===== config.mk =====
export PLATFORM = sky130hd
export DESIGN_NAME = calc_op_sequencer
export DESIGN_NICKNAME = d
export VERILOG_FILES = /design/src/rtl/calc_pkg.sv /design/src/rtl/calc_cmd_fifo.sv /design/src/rtl/calc_op_sequencer.sv
export SDC_FILE = /design/constraint.sdc
export NUM_CORES = 1
export LEC_CHECK = 0
export BUFFER_PORTS_ARGS = -buffer_cell sky130_fd_sc_hd__buf_4
export CAP_MARGIN = 20
export CORE_ASPECT_RATIO = 0.7
export CORE_MARGIN = 8
export CORE_UTILIZATION = 30
export DETAILED_ROUTE_END_ITERATION = 7
export HOLD_SLACK_MARGIN = 0.15
export SYNTH_ARGS = -nofsm -noshare
export SYNTH_HDL_FRONTEND = slang
export SYNTH_SLANG_ARGS = --single-unit
export TNS_END_PERCENT = 30

===== constraint.sdc =====
create_clock -name clock -period 7.2 [get_ports clock]
set_input_delay 0.72 -clock clock [delete_from_list [all_inputs] [get_ports clock]]
set_output_delay 0.72 -clock clock [all_outputs]
set_load 0.02 [all_outputs]

===== src/rtl/calc_pkg.sv =====
// rtl/calc_pkg.sv - opcodes, FSM encoding and command packing shared by the calculator sequencer
package calc_pkg;

    localparam logic [1:0] OP_ADD = 2'b00;
    localparam logic [1:0] OP_SUB = 2'b01;
    localparam logic [1:0] OP_SHL = 2'b10;
    localparam logic [1:0] OP_SHR = 2'b11;

    localparam int OP_W        = 2;
    localparam int HOLD_W      = 4;
    localparam int ISSUE_CNT_W = 8;

    typedef enum logic [1:0] {
        ST_IDLE  = 2'd0,
        ST_ISSUE = 2'd1,
        ST_HOLD  = 2'd2
    } seq_state_t;

    // A queued command is packed as {op, a, b}
    function automatic int cmd_width(input int data_w);
        return OP_W + 2 * data_w;
    endfunction

endpackage


===== src/rtl/calc_cmd_fifo.sv =====
// rtl/calc_cmd_fifo.sv - power-of-two command FIFO holding packed {op,a,b} entries
module calc_cmd_fifo
    import calc_pkg::*;
#(
    parameter int DATA_W = 3,
    parameter int DEPTH  = 4
) (
    input  logic                         clock,
    input  logic                         reset,
    input  logic                         push,
    input  logic                         pop,
    input  logic [cmd_width(DATA_W)-1:0] din,
    output logic [cmd_width(DATA_W)-1:0] dout,
    output logic                         full,
    output logic                         empty
);

    localparam int W     = cmd_width(DATA_W);
    localparam int PTR_W = (DEPTH > 1) ? $clog2(DEPTH) : 1;
    localparam int CNT_W = $clog2(DEPTH + 1);

    logic [W-1:0]     mem [DEPTH];
    logic [PTR_W-1:0] wr_ptr;
    logic [PTR_W-1:0] rd_ptr;
    logic [CNT_W-1:0] count;
    logic             do_push;
    logic             do_pop;

    assign full    = (count == CNT_W'(DEPTH));
    assign empty   = (count == '0);
    assign do_push = push && !full;
    assign do_pop  = pop && !empty;
    assign dout    = mem[rd_ptr];

    // Pointers wrap naturally because DEPTH is a power of two
    always_ff @(posedge clock or posedge reset) begin
        if (reset) begin
            wr_ptr <= '0;
            rd_ptr <= '0;
            count  <= '0;
        end else begin
            if (do_push) wr_ptr <= wr_ptr + 1'b1;
            if (do_pop)  rd_ptr <= rd_ptr + 1'b1;
            case ({do_push, do_pop})
                2'b10:   count <= count + 1'b1;
                2'b01:   count <= count - 1'b1;
                default: count <= count;
            endcase
        end
    end

    always_ff @(posedge clock) begin
        if (do_push) mem[wr_ptr] <= din;
    end

endmodule


===== src/rtl/calc_op_sequencer.sv =====
// rtl/calc_op_sequencer.sv - queues calculator commands and issues them as one-hot strobes with a hold gap
// Optional OVERFLOW_CHECK_EN: registers add-carry / sub-borrow of each issued command on ovf_flag.
module calc_op_sequencer
    import calc_pkg::*;
#(
    parameter int DATA_W      = 3,
    parameter int DEPTH       = 4,
    parameter int HOLD_CYCLES = 1
) (
    input  logic                   clock,
    input  logic                   reset,
    input  logic                   cmd_valid,
    output logic                   cmd_ready,
    input  logic [1:0]             cmd_op,
    input  logic [DATA_W-1:0]      cmd_a,
    input  logic [DATA_W-1:0]      cmd_b,
    output logic                   op1,
    output logic                   op2,
    output logic                   op3,
    output logic                   op4,
    output logic [DATA_W-1:0]      in1,
    output logic [DATA_W-1:0]      in2,
    output logic                   busy,
    output logic [ISSUE_CNT_W-1:0] issue_count,
    output logic                   ovf_flag
);

    localparam int              CMD_W       = cmd_width(DATA_W);
    localparam logic [HOLD_W-1:0] HOLD_RELOAD = (HOLD_CYCLES > 0) ? HOLD_W'(HOLD_CYCLES - 1) : '0;

    seq_state_t        state;
    logic [HOLD_W-1:0] hold_cnt;
    logic              full;
    logic              empty;
    logic              pop;
    logic [CMD_W-1:0]  head;
    logic [OP_W-1:0]   head_op;
    logic [DATA_W-1:0] head_a;
    logic [DATA_W-1:0] head_b;

    assign {head_op, head_a, head_b} = head;
    assign cmd_ready = !full;
    assign busy      = !empty || (state != ST_IDLE);

    calc_cmd_fifo #(
        .DATA_W (DATA_W),
        .DEPTH  (DEPTH)
    ) u_fifo (
        .clock (clock),
        .reset (reset),
        .push  (cmd_valid),
        .pop   (pop),
        .din   ({cmd_op, cmd_a, cmd_b}),
        .dout  (head),
        .full  (full),
        .empty (empty)
    );

    // The pop happens on the same edge that loads the issue registers
    always_comb begin
        pop = 1'b0;
        case (state)
            ST_IDLE:  pop = !empty;
            ST_ISSUE: pop = (HOLD_CYCLES == 0) && !empty;
            ST_HOLD:  pop = (hold_cnt == '0) && !empty;
            default:  pop = 1'b0;
        endcase
    end

`ifdef OVERFLOW_CHECK_EN
    logic head_ovf;

    always_comb begin
        head_ovf = 1'b0;
        case (head_op)
            OP_ADD:  head_ovf = ({1'b0, head_a} + {1'b0, head_b}) > {1'b0, {DATA_W{1'b1}}};
            OP_SUB:  head_ovf = (head_a < head_b);
            default: head_ovf = 1'b0;
        endcase
    end
`else
    assign ovf_flag = 1'b0;
`endif

    always_ff @(posedge clock or posedge reset) begin
        if (reset) begin
            state       <= ST_IDLE;
            hold_cnt    <= '0;
            {op4, op3, op2, op1} <= 4'b0000;
            in1         <= '0;
            in2         <= '0;
            issue_count <= '0;
`ifdef OVERFLOW_CHECK_EN
            ovf_flag    <= 1'b0;
`endif
        end else begin
            {op4, op3, op2, op1} <= 4'b0000;
            if (pop) begin
                state                <= ST_ISSUE;
                {op4, op3, op2, op1} <= 4'b0001 << head_op;
                in1                  <= head_a;
                in2                  <= head_b;
                issue_count          <= issue_count + 8'd1;
`ifdef OVERFLOW_CHECK_EN
                ovf_flag             <= head_ovf;
`endif
            end else begin
                case (state)
                    ST_ISSUE: begin
                        state    <= (HOLD_CYCLES > 0) ? ST_HOLD : ST_IDLE;
                        hold_cnt <= HOLD_RELOAD;
                    end
                    ST_HOLD: begin
                        if (hold_cnt == '0) state <= ST_IDLE;
                        else                hold_cnt <= hold_cnt - 1'b1;
                    end
                    default: state <= ST_IDLE;
                endcase
            end
        end
    end

endmodule


==> results.md, run 1 <==
- The run finished with clean final reports.
- Walking the worst path, the cells encountered are inv_1 > ha_1 > and4bb_1 > o21bai_4 > inv_2 > ha_1 > fa_1 > xnor2_1 > nor2_1 > xor2_1.
- In this design, the stage delay of the slowest critical-path cell is about 380 ps.
- The maximum root-to-sink buffer count is 2.
- The kind of critical path is flop to flop.
- The cell area after placement is between 3000 and 4000 um^2.
- The final setup violation count is 0.
- The starting density of the core is a little under a third.
- After floorplanning, the core was sized to cover 8890 um^2.
- The count of cells in the finished layout, fillers not included, comes to 354.
- The post-CTS resize count is 0.
- The top cell type by area accounts for 35.6% of the synthesized area.
- The analysis attributes to cell leakage a power of 1.41 nW.
- By count the netlist is led by 35 x sky130_fd_sc_hd__nand2_1, 32 x sky130_fd_sc_hd__edfxtp_1, 31 x sky130_fd_sc_hd__dfrtp_1.
- The overall routing resource usage is ~8.7%.
- TritonCTS built the clock tree.
- The minimum period implied by the final worst setup slack is between 2000 and 3000 ps.
- The later-pin clock latency in the skew report is 330 ps.
- The pre-antenna-repair detailed-routing pass consisted of 4 iterations.
- The fraction of final layout cells sized beyond drive strength 1 is 25.7%.
- The register cell area after layout is 1740 um^2.
- Counting tap cells, the placed design contains a total of 338 instances.
- Among cell families on the critical path, the largest total delay comes from adder cells.
- The total count of max-transition violations in the final report is 0.
- Setup repair after global routing left no endpoint under its margin.
- The detailed-route vias per instance is 4.38.
- The summed instance area of the synthesized netlist is 2700 um^2.
- The floorplan step set the die height to 95.4 um.
- The fraction of the cycle the final worst path needs is 38.5%.
- The initial antenna violation count was 0.
- 0 antenna diodes ended up in the layout.
- Measured against its own limit, the worst slew margin works out to 58.9%.
- Max-cap violations in this run came to 0.
- The average instance in the mapped netlist occupies 14.3 um^2.
- The number of buffers inserted for hold repair after clock tree synthesis is 0.
- In the final routed layout, each cell accounts on average for between 10 and 15 um.
- The number of failing hold endpoints at the final stage is 0.
- The number of global-route vias before repair is 1551.
- The congestion estimate from routability-driven global placement came to 0.715.
- The layout overhead on the synthesized area is 24.2%.
- The pin count of the biggest net entering global routing is 32.
- The final net count is 248.
- The required time of the worst setup path is 7450 ps.
- The tree built by TritonCTS fans out to 63 sinks.
- The number of clock buffers added by TritonCTS is 9.
- The worst IR drop on VDD is 0.132 mV.
- The most frequent cell on the critical path is sky130_fd_sc_hd__ha_1.
- The cell with the most instances after synthesis is sky130_fd_sc_hd__nand2_1.
- The synthesized netlist net count is between 200 and 250.
- The via count is between 1.5k and 2k.
- The total buffers and inverters traversed by the critical path is 2.
- At the placement stage, the worst setup path has a slack of approximately 4400 ps.
- By area the synthesized netlist is led by sky130_fd_sc_hd__edfxtp_1 36%, sky130_fd_sc_hd__dfrtp_1 29%, sky130_fd_sc_hd__mux4_2 6.7%.
- The wire length of the first global-routing pass is 7.92 mm.
- Counting the fill cells in the layout gives between 800 and 900.
- The number of enable-type register cells in the synthesized netlist is 32.
- Input and output buffers added on the ports amount to 30.
- The number of setup buffers added after CTS is 0.
- For this design the ratio of total power to cell area is around 460 nW/um^2.
- The category of the worst setup path launch point is a flop.
- The final worst setup slack is 4430 ps.
- The slowest stage of the critical path is the sky130_fd_sc_hd__o21bai_4 cell.
- The final cell area excluding filler cells is around 3400 um^2.
- The post-route antenna net violation count is 0.
- The count of unresolved DRC violations after routing is 0.
- Synthesis produced a netlist whose cell count is approximately 190.
- The critical path data arrival time is 3020 ps.
- The async set-or-reset flop fraction in the synthesized netlist is 49.2%.
- The cell at the root of the clock tree is sky130_fd_sc_hd__clkbuf_16.
- For the final database, setup skew stands at 8.00 ps.
- CTS built an H-tree with a depth of 3.
- The utilization after layout is 37.7%.
- In this run, synthesis produced a sequential element count of between 60 and 70.
- The kind of end point of the critical path is a flop.
- The I/O pin total is 32.
- The register area share after synthesis is 64.3%.
- The floorplan row count is 29.
- The total die area is between 10000 and 15000 um^2.
- Setup total negative slack on the finished layout was measured at 0 ps.
- The HPWL after detailed placement is 3.51 mm.
- The Yosys step of the flow raised 0 warnings.
- The number of different library cells used by synthesis comes to 32.
- Clock-pin slew was measured on the worst setup and hold paths at 50 ps.
- The cell type contributing the most total cell area after synthesis is sky130_fd_sc_hd__edfxtp_1.
- The total grt overflow is 0.
- The highest achievable clock rate is 361 MHz.
- Of all nets on the critical path, the largest fanout is 15.
- After detailed routing, the total wire length is 4.94 mm.
- In the final layout, the multi-input gates occupy 883 um^2.
- The min-delay analysis places its worst path in the category input port to asynchronous set/reset pin.
- For this run, the leading register cell type out of synthesis is sky130_fd_sc_hd__edfxtp_1.
- The die is 129 um wide.
- The DRC violation total after the first TritonRoute iteration is 88.
- At the pin with the least slew margin, the transition time is 616 ps.
through the flow:
step	power (mW)	hold WS, ps
2_1_floorplan	0.970	486
4_1_cts	1.58	487
6_report	1.56	480
3_5_place_dp	1.13	474
3_3_place_gp	1.12	460
5_1_grt	1.65	520
area by class of cell:
class / instances / area share, %
Clock buffer: 13 / 8.10
Clock inverter: 3 / 1.19
Inverter: 9 / 1.01
Multi-Input combinational cell: 111 / 26.3
Sequential cell: 63 / 51.8
Tap cell: 124 / 4.63
Timing Repair Buffer: 31 / 6.94
registers in the layout (all words and copies together), names as in the netlist:
name / count
in1: 3
in2: 3
u_fifo.mem: 32
u_fifo.wr_ptr: 2
op3: 1
state: 2
issue_count: 8
u_fifo.rd_ptr: 2
hold_cnt: 4
op1: 1
u_fifo.count: 3
op4: 1
op2: 1
cells in the final DEF (no fill, tap or decap):
cell	n
sky130_fd_sc_hd__nand2_1	35
sky130_fd_sc_hd__edfxtp_1	32
sky130_fd_sc_hd__dfrtp_1	31
sky130_fd_sc_hd__buf_4	31
sky130_fd_sc_hd__ha_1	11
sky130_fd_sc_hd__clkbuf_16	10
sky130_fd_sc_hd__xnor2_1	9
sky130_fd_sc_hd__mux4_2	8
sky130_fd_sc_hd__inv_1	8
sky130_fd_sc_hd__and3_1	6
sky130_fd_sc_hd__o21ai_0	5
sky130_fd_sc_hd__nor3_1	4
sky130_fd_sc_hd__nor2_1	4
sky130_fd_sc_hd__xor2_1	4
sky130_fd_sc_hd__nor3b_1	3
sky130_fd_sc_hd__nand3_1	3
sky130_fd_sc_hd__o31ai_1	2
sky130_fd_sc_hd__mux2_2	2
sky130_fd_sc_hd__nand4_1	2
sky130_fd_sc_hd__a22o_1	2
sky130_fd_sc_hd__nor2b_1	2
sky130_fd_sc_hd__clkinv_2	2
sky130_fd_sc_hd__clkbuf_1	2
sky130_fd_sc_hd__and4bb_1	1
sky130_fd_sc_hd__o21bai_4	1
sky130_fd_sc_hd__inv_2	1
sky130_fd_sc_hd__o211ai_1	1
sky130_fd_sc_hd__and2_1	1
sky130_fd_sc_hd__or3b_2	1
sky130_fd_sc_hd__o22ai_1	1
sky130_fd_sc_hd__nor4_4	1
sky130_fd_sc_hd__fa_1	1
sky130_fd_sc_hd__conb_1	1
sky130_fd_sc_hd__bufinv_16	1
sky130_fd_sc_hd__clkbuf_8	1
where the power goes:
| part | total, mW | internal, mW | switching [mW] |
|---|---|---|---|
| Clock | 0.442 | 0.297 | 0.145 |
| Sequential | 0.592 | 0.497 | 0.0951 |
| Combinational | 0.523 | 0.233 | 0.290 |
kinds of logic after synthesis:
kind of cell / share of synthesized area (%)
xor gates and xnor gates: 4.22
buffers and inverters: 2.92
other: 0.139
DFF: 64.3
and+or+nand+nor: 11.7
muxes: 7.51
adders and majority gates: 5.84
AOI/OAI and AO/OA: 3.34
worst reg2reg max path, stage by stage (launching register included):
cell                       delay [ps]
sky130_fd_sc_hd__dfrtp_1          370
sky130_fd_sc_hd__inv_1             70
sky130_fd_sc_hd__ha_1             300
sky130_fd_sc_hd__and4bb_1         270
sky130_fd_sc_hd__o21bai_4         380
sky130_fd_sc_hd__inv_2            220
sky130_fd_sc_hd__ha_1             290
sky130_fd_sc_hd__fa_1             380
sky130_fd_sc_hd__xnor2_1          130
sky130_fd_sc_hd__nor2_1           110
sky130_fd_sc_hd__xor2_1           160
routing by layer:
layer	vias to the layer above	wire length [um]	GRT usage [%]
met5	-	0	0
met4	0	65	4.09
met3	10	387	4.86
met2	35	2180	12.5
met1	767	2300	10.5
li1	737	-	-
worst paths after layout:
check / startpoint / to / slack [ps] / depth (start not counted)
worst min register to register: in1[0] / in1[0] / 480 / 2
worst max-delay path: state[0] / u_fifo.count[2] / 4430 / 10
worst min-delay path: reset / u_fifo.wr_ptr[0] / 480 / 3
min in group clock: in1[0] / in1[0] / 480 / 2
worst max register to register: state[0] / u_fifo.count[2] / 4430 / 10
max in group asynchronous: reset / in1[0] / 6430 / 3
(Power assumes the default switching activity.)
==> inputs of run 2 (changes only) <==
--- a/config.mk
+++ b/config.mk
@@ -5,6 +5,7 @@
 export SDC_FILE = /design/constraint.sdc
 export NUM_CORES = 1
 export LEC_CHECK = 0
+export ABC_AREA = 1
 export BUFFER_PORTS_ARGS = -buffer_cell sky130_fd_sc_hd__buf_4
 export CAP_MARGIN = 20
 export CORE_ASPECT_RATIO = 0.7
==> constraint.sdc (replaced) <==
create_clock -name clock -period 2.3 [get_ports clock]
set_input_delay 0.23 -clock clock [delete_from_list [all_inputs] [get_ports clock]]
set_output_delay 0.23 -clock clock [all_outputs]
set_load 0.02 [all_outputs]
==> results.md, run 2 <==
- For this block, the initial DRC count from the detailed router was 116.
- The worst setup path is launched from a flop.
- The worst path needs about 2000 ps of the cycle, external delays included.
- In the final layout, the registers with the most flip-flops are u_fifo.mem x32, issue_count x8, hold_cnt x4.
- The floorplan step defined a die boundary enclosing roughly 13000 um^2.
- The pre-antenna-repair detailed-routing pass consisted of 6 iterations.
- Once placement finished, the instance area stood at 3240 um^2.
- Setup violations remaining at the end of the flow were counted as 0.
- Averaged over all synthesized cells, the footprint is just over 10 um^2.
- The number of antenna diodes in the final layout is 0.
- The wire length of the first global-routing pass is 9.27 mm.
- The initial antenna violation count is 0.
- Across all hold checks on the routed design, the worst slack comes to 363 ps.
- The number of enable-type register cells in the synthesized netlist is 32.
- The maximum root-to-sink buffer count is 2.
- The worst hold path was traced through 3 stages.
- The total buffers and inverters traversed by the critical path is 1.
- Leaving out fill and tap cells, the most frequent cells in the layout are 77 x sky130_fd_sc_hd__nand2_1, 37 x sky130_fd_sc_hd__buf_4, 33 x sky130_fd_sc_hd__nor2_1.
- The part of the total power dissipated in combinational logic is 38.0%.
- Of the cells placed in the final design, the portion with a size suffix greater than 1 is 18.9%.
- The kind of cell adding the most delay to the critical path is adder cells.
- After legalization and detailed placement, the total HPWL measured 3.75 mm.
- The via count is ~1.9k.
- Of all nets on the critical path, the largest fanout is 3.
- The number of H-tree levels is 3.
- The number of standard cells after synthesis is 281.
- The number of placed instances, taps included, is around 440.
- Dividing the detail-routed via count by the number of cells gives about 4.1.
- The proportion of netlist area held by the largest area contributor is 33.5%.
- In the routed design, unresolved DRC markers number 0.
- TritonCTS built the clock tree.
- The summed instance area of the synthesized netlist is 2870 um^2.
- Cell internal power was estimated by the tool at roughly 3.1 mW.
- The clock network power share is roughly a quarter.
- The most frequent cell on the critical path is sky130_fd_sc_hd__ha_1.
- The startpoint of the worst-slack reg-to-reg timing path is state[0].
- The number of buffers created by CTS is 9.
- The switching power summed over all nets is between 1.5 and 2 mW.
- The pin count of the biggest net entering global routing is 32.
- The headroom to the max-slew limit is ~64%.
- Sorting the synthesized cells by area gives the leading types as sky130_fd_sc_hd__edfxtp_1 33%, sky130_fd_sc_hd__dfrtp_1 27%, sky130_fd_sc_hd__nand2_1 10%.
- Across all setup checks in the final design, the least slack found is between 200 and 300 ps.
- The total negative slack for setup checks is 0 ps.
- The starting density of the core is roughly 30%.
- The dominant synthesized flop cell is sky130_fd_sc_hd__edfxtp_1.
- The number of failing hold endpoints at the final stage was 0.
- The utilization after layout is a little under two fifths.
- The total overflow left after global routing is 0.
- The post-synthesis register bit count is 63.
- From left edge to right edge, the die measures 133 um.
- The number of flip-flops in the largest register is 32.
- Setup repair after global routing left no endpoint under its margin.
- The total length of routed met3 wires is 318 um.
- The number of buffers added for setup after CTS is 0.
- Buffers placed on the I/O ports in this run total 30.
- The kind of critical path is flop to flop.
- The async set-or-reset flop fraction in the synthesized netlist is 49.2%.
- The proportion of power drawn by flip-flops and latches is 35.4%.
- The worst register-to-register path has a depth of 7.
- The fraction of the cycle the final worst path needs is 87.2%.
- Traced cell by cell, the critical path runs through inv_1 > ha_1 > nand3_2 > a21oi_4 > ha_1 > fa_1 > mux2_2.
- The number of synthesis warnings is 0.
- The kind of end point of the critical path is a flop.
- The register with the most flip-flops in the final layout is u_fifo.mem.
- VDD sags by at most 0.755 mV.
- The post-route antenna net violation count is 0.
- In this run, distinct cell masters in the synthesized netlist total 28.
- The layout has between 900 and 1k filler cells.
- From synthesis to final layout, the design area changed by 26.6%.
- The power density over cell area is 1410 nW/um^2.
- On the worst path, the slowest cell contributes a delay of 430 ps.
- The met1 routed wirelength after detailed routing is 2.78 mm.
- The total count of max-transition violations in the final report is 0.
- The die is 97.8 um tall.
- The cell at the root of the clock tree is sky130_fd_sc_hd__clkbuf_16.
- In the synthesized netlist, the cells that appear most often are 77 x sky130_fd_sc_hd__nand2_1, 33 x sky130_fd_sc_hd__nor2_1, 32 x sky130_fd_sc_hd__edfxtp_1.
- The finished cells cover ~3600 um^2.
- The I/O pin total is 32.
- The switching portion of total power is 38.7%.
- For the worst-skew pair, the clock arrives at the later sink with an insertion delay of 330 ps.
- The critical path data arrival time is roughly 2200 ps.
- The worst register-to-register path ends at u_fifo.count[1].
- The core box area is roughly 9500 um^2.
- The power after layout is between 5 and 6 mW.
- The launch instance of the worst min-delay path is cmd_valid.
- The overall routing resource usage is a little under a tenth.
- The number of global-route vias before repair is between 1.5k and 2k.
- The terminating pin of the worst hold path is u_fifo.wr_ptr[0].
- After detailed routing, the average wire length per cell comes to approximately 12 um.
- On the critical path, the stage with the largest delay is an instance of sky130_fd_sc_hd__fa_1.
- The clock arrives with 2.72 ps of skew.
- The minimum setup slack among reg-to-reg paths is 290 ps.
- The library cell used most frequently in the layout, excluding fill and tap cells, is sky130_fd_sc_hd__nand2_1.
- The length of routed met2 wiring is roughly 2.3 mm.
- After floorplanning, the core was divided into 30 placement rows.
- The required time of the worst setup path is 2510 ps.
- The worst setup slack before clock tree synthesis is 291 ps.
- For this run, the number of standard cells in the final layout without fillers is about 460.
- Max-cap violations in this run came to 0.
- Timing would allow up to between 400 and 500 MHz.
- The clock slew at the register clock pins of the worst setup and hold paths is 60 ps.
- The final routed wirelength across all metal layers is 5.47 mm.
- The register area share after synthesis is 60.5%.
- The number of sinks on the clock net is 63.
- Counting every net in the synthesized netlist gives about 300.
- The cell with the most instances after synthesis is sky130_fd_sc_hd__nand2_1.
- The pin slew with the least headroom to its limit is 547 ps.
- The class of the worst hold path is input port to flop.
- The run finished with clean final reports.
- The cell type contributing the most total cell area after synthesis is sky130_fd_sc_hd__edfxtp_1.
- Routed signal wires occupy layers up through met4.
- The static power due to leakage is ~1.6 nW.
- The weighted congestion reported at the end of routability-driven placement is 0.739.
- For this run, the post-layout net count is 352.
==> run 2: cell types whose count changed after synthesis, moves of 3 or more <==
cell,delta
sky130_fd_sc_hd__a21oi_1,+3
sky130_fd_sc_hd__and3_1,-6
sky130_fd_sc_hd__buf_2,+3
sky130_fd_sc_hd__inv_1,+17
sky130_fd_sc_hd__mux4_2,-8
sky130_fd_sc_hd__nand2_1,+42
sky130_fd_sc_hd__nand3_1,+7
sky130_fd_sc_hd__nor2_1,+29
sky130_fd_sc_hd__nor3b_1,-3
sky130_fd_sc_hd__o21ai_0,+17
==> run 2: cell type report <==
type	instances	area (um^2)	area share [%]
Tap cell	128	160	4.41
Sequential cell	63	1740	47.8
Clock inverter	7	81.3	2.24
Timing Repair Buffer	46	368	10.1
Multi-Input combinational cell	182	961	26.4
Clock buffer	9	225	6.20
Inverter	27	101	2.79
==> run 2: worst max path at each step <==
| stage | from | to | slack [ps] | cells past startpoint |
|---|---|---|---|---|
| floorplan | state[0] | u_fifo.count[1] | 220 | 8 |
| global placement | state[0] | u_fifo.count[1] | 350 | 7 |
| detailed placement | state[0] | u_fifo.count[1] | 290 | 7 |
| CTS | state[0] | u_fifo.count[1] | 280 | 7 |
| global route | state[0] | u_fifo.count[1] | 170 | 7 |
| finish | state[0] | u_fifo.count[1] | 290 | 7 |
==> run 2: logic make-up (layout without fill, tap and decap cells) <==
kind of cell	after synthesis	count (layout)	synth area share, %
simple gates	130	130	19.0
flops	63	63	60.5
buf+inv	36	89	6.02
compound gates	27	27	5.10
fa+ha+maj	12	12	5.49
xor+xnor	11	11	3.36
other cells	1	1	0.131
mux	1	1	0.392
==> run 2: layer usage <==
layer | vias up | track usage [%]
li1 | 999 | -
met1 | 874 | 12.0
met2 | 37 | 12.7
met3 | 4 | 4.46
met4 | 0 | 2.87
met5 | - | 0
==> run 2: worst min-delay path: cells and delay by family <==
| kind | cells | cell delay [ps] |
|---|---|---|
| xor+xnor | 1 | 170 |
| simple gates | 1 | 170 |
| buf+inv | 1 | 80 |
==> run 2: timing repair <==
action | 4_1_cts | 5_1_grt
endpoints found under the hold margin | 63 | 0
gates resized for setup | 0 | 0
hold buffers | 9 | 0
==> run 2: power groups by stage <==
| stage | combinational (mW) | clock, mW | sequential (mW) |
|---|---|---|---|
| floorplan | 1.39 | 0 | 1.87 |
| global placement | 1.92 | 0 | 1.82 |
| detailed placement | 1.96 | 0 | 1.83 |
| CTS | 1.98 | 1.40 | 1.81 |
| global route | 2.21 | 1.45 | 1.86 |
| finish | 1.94 | 1.36 | 1.81 |
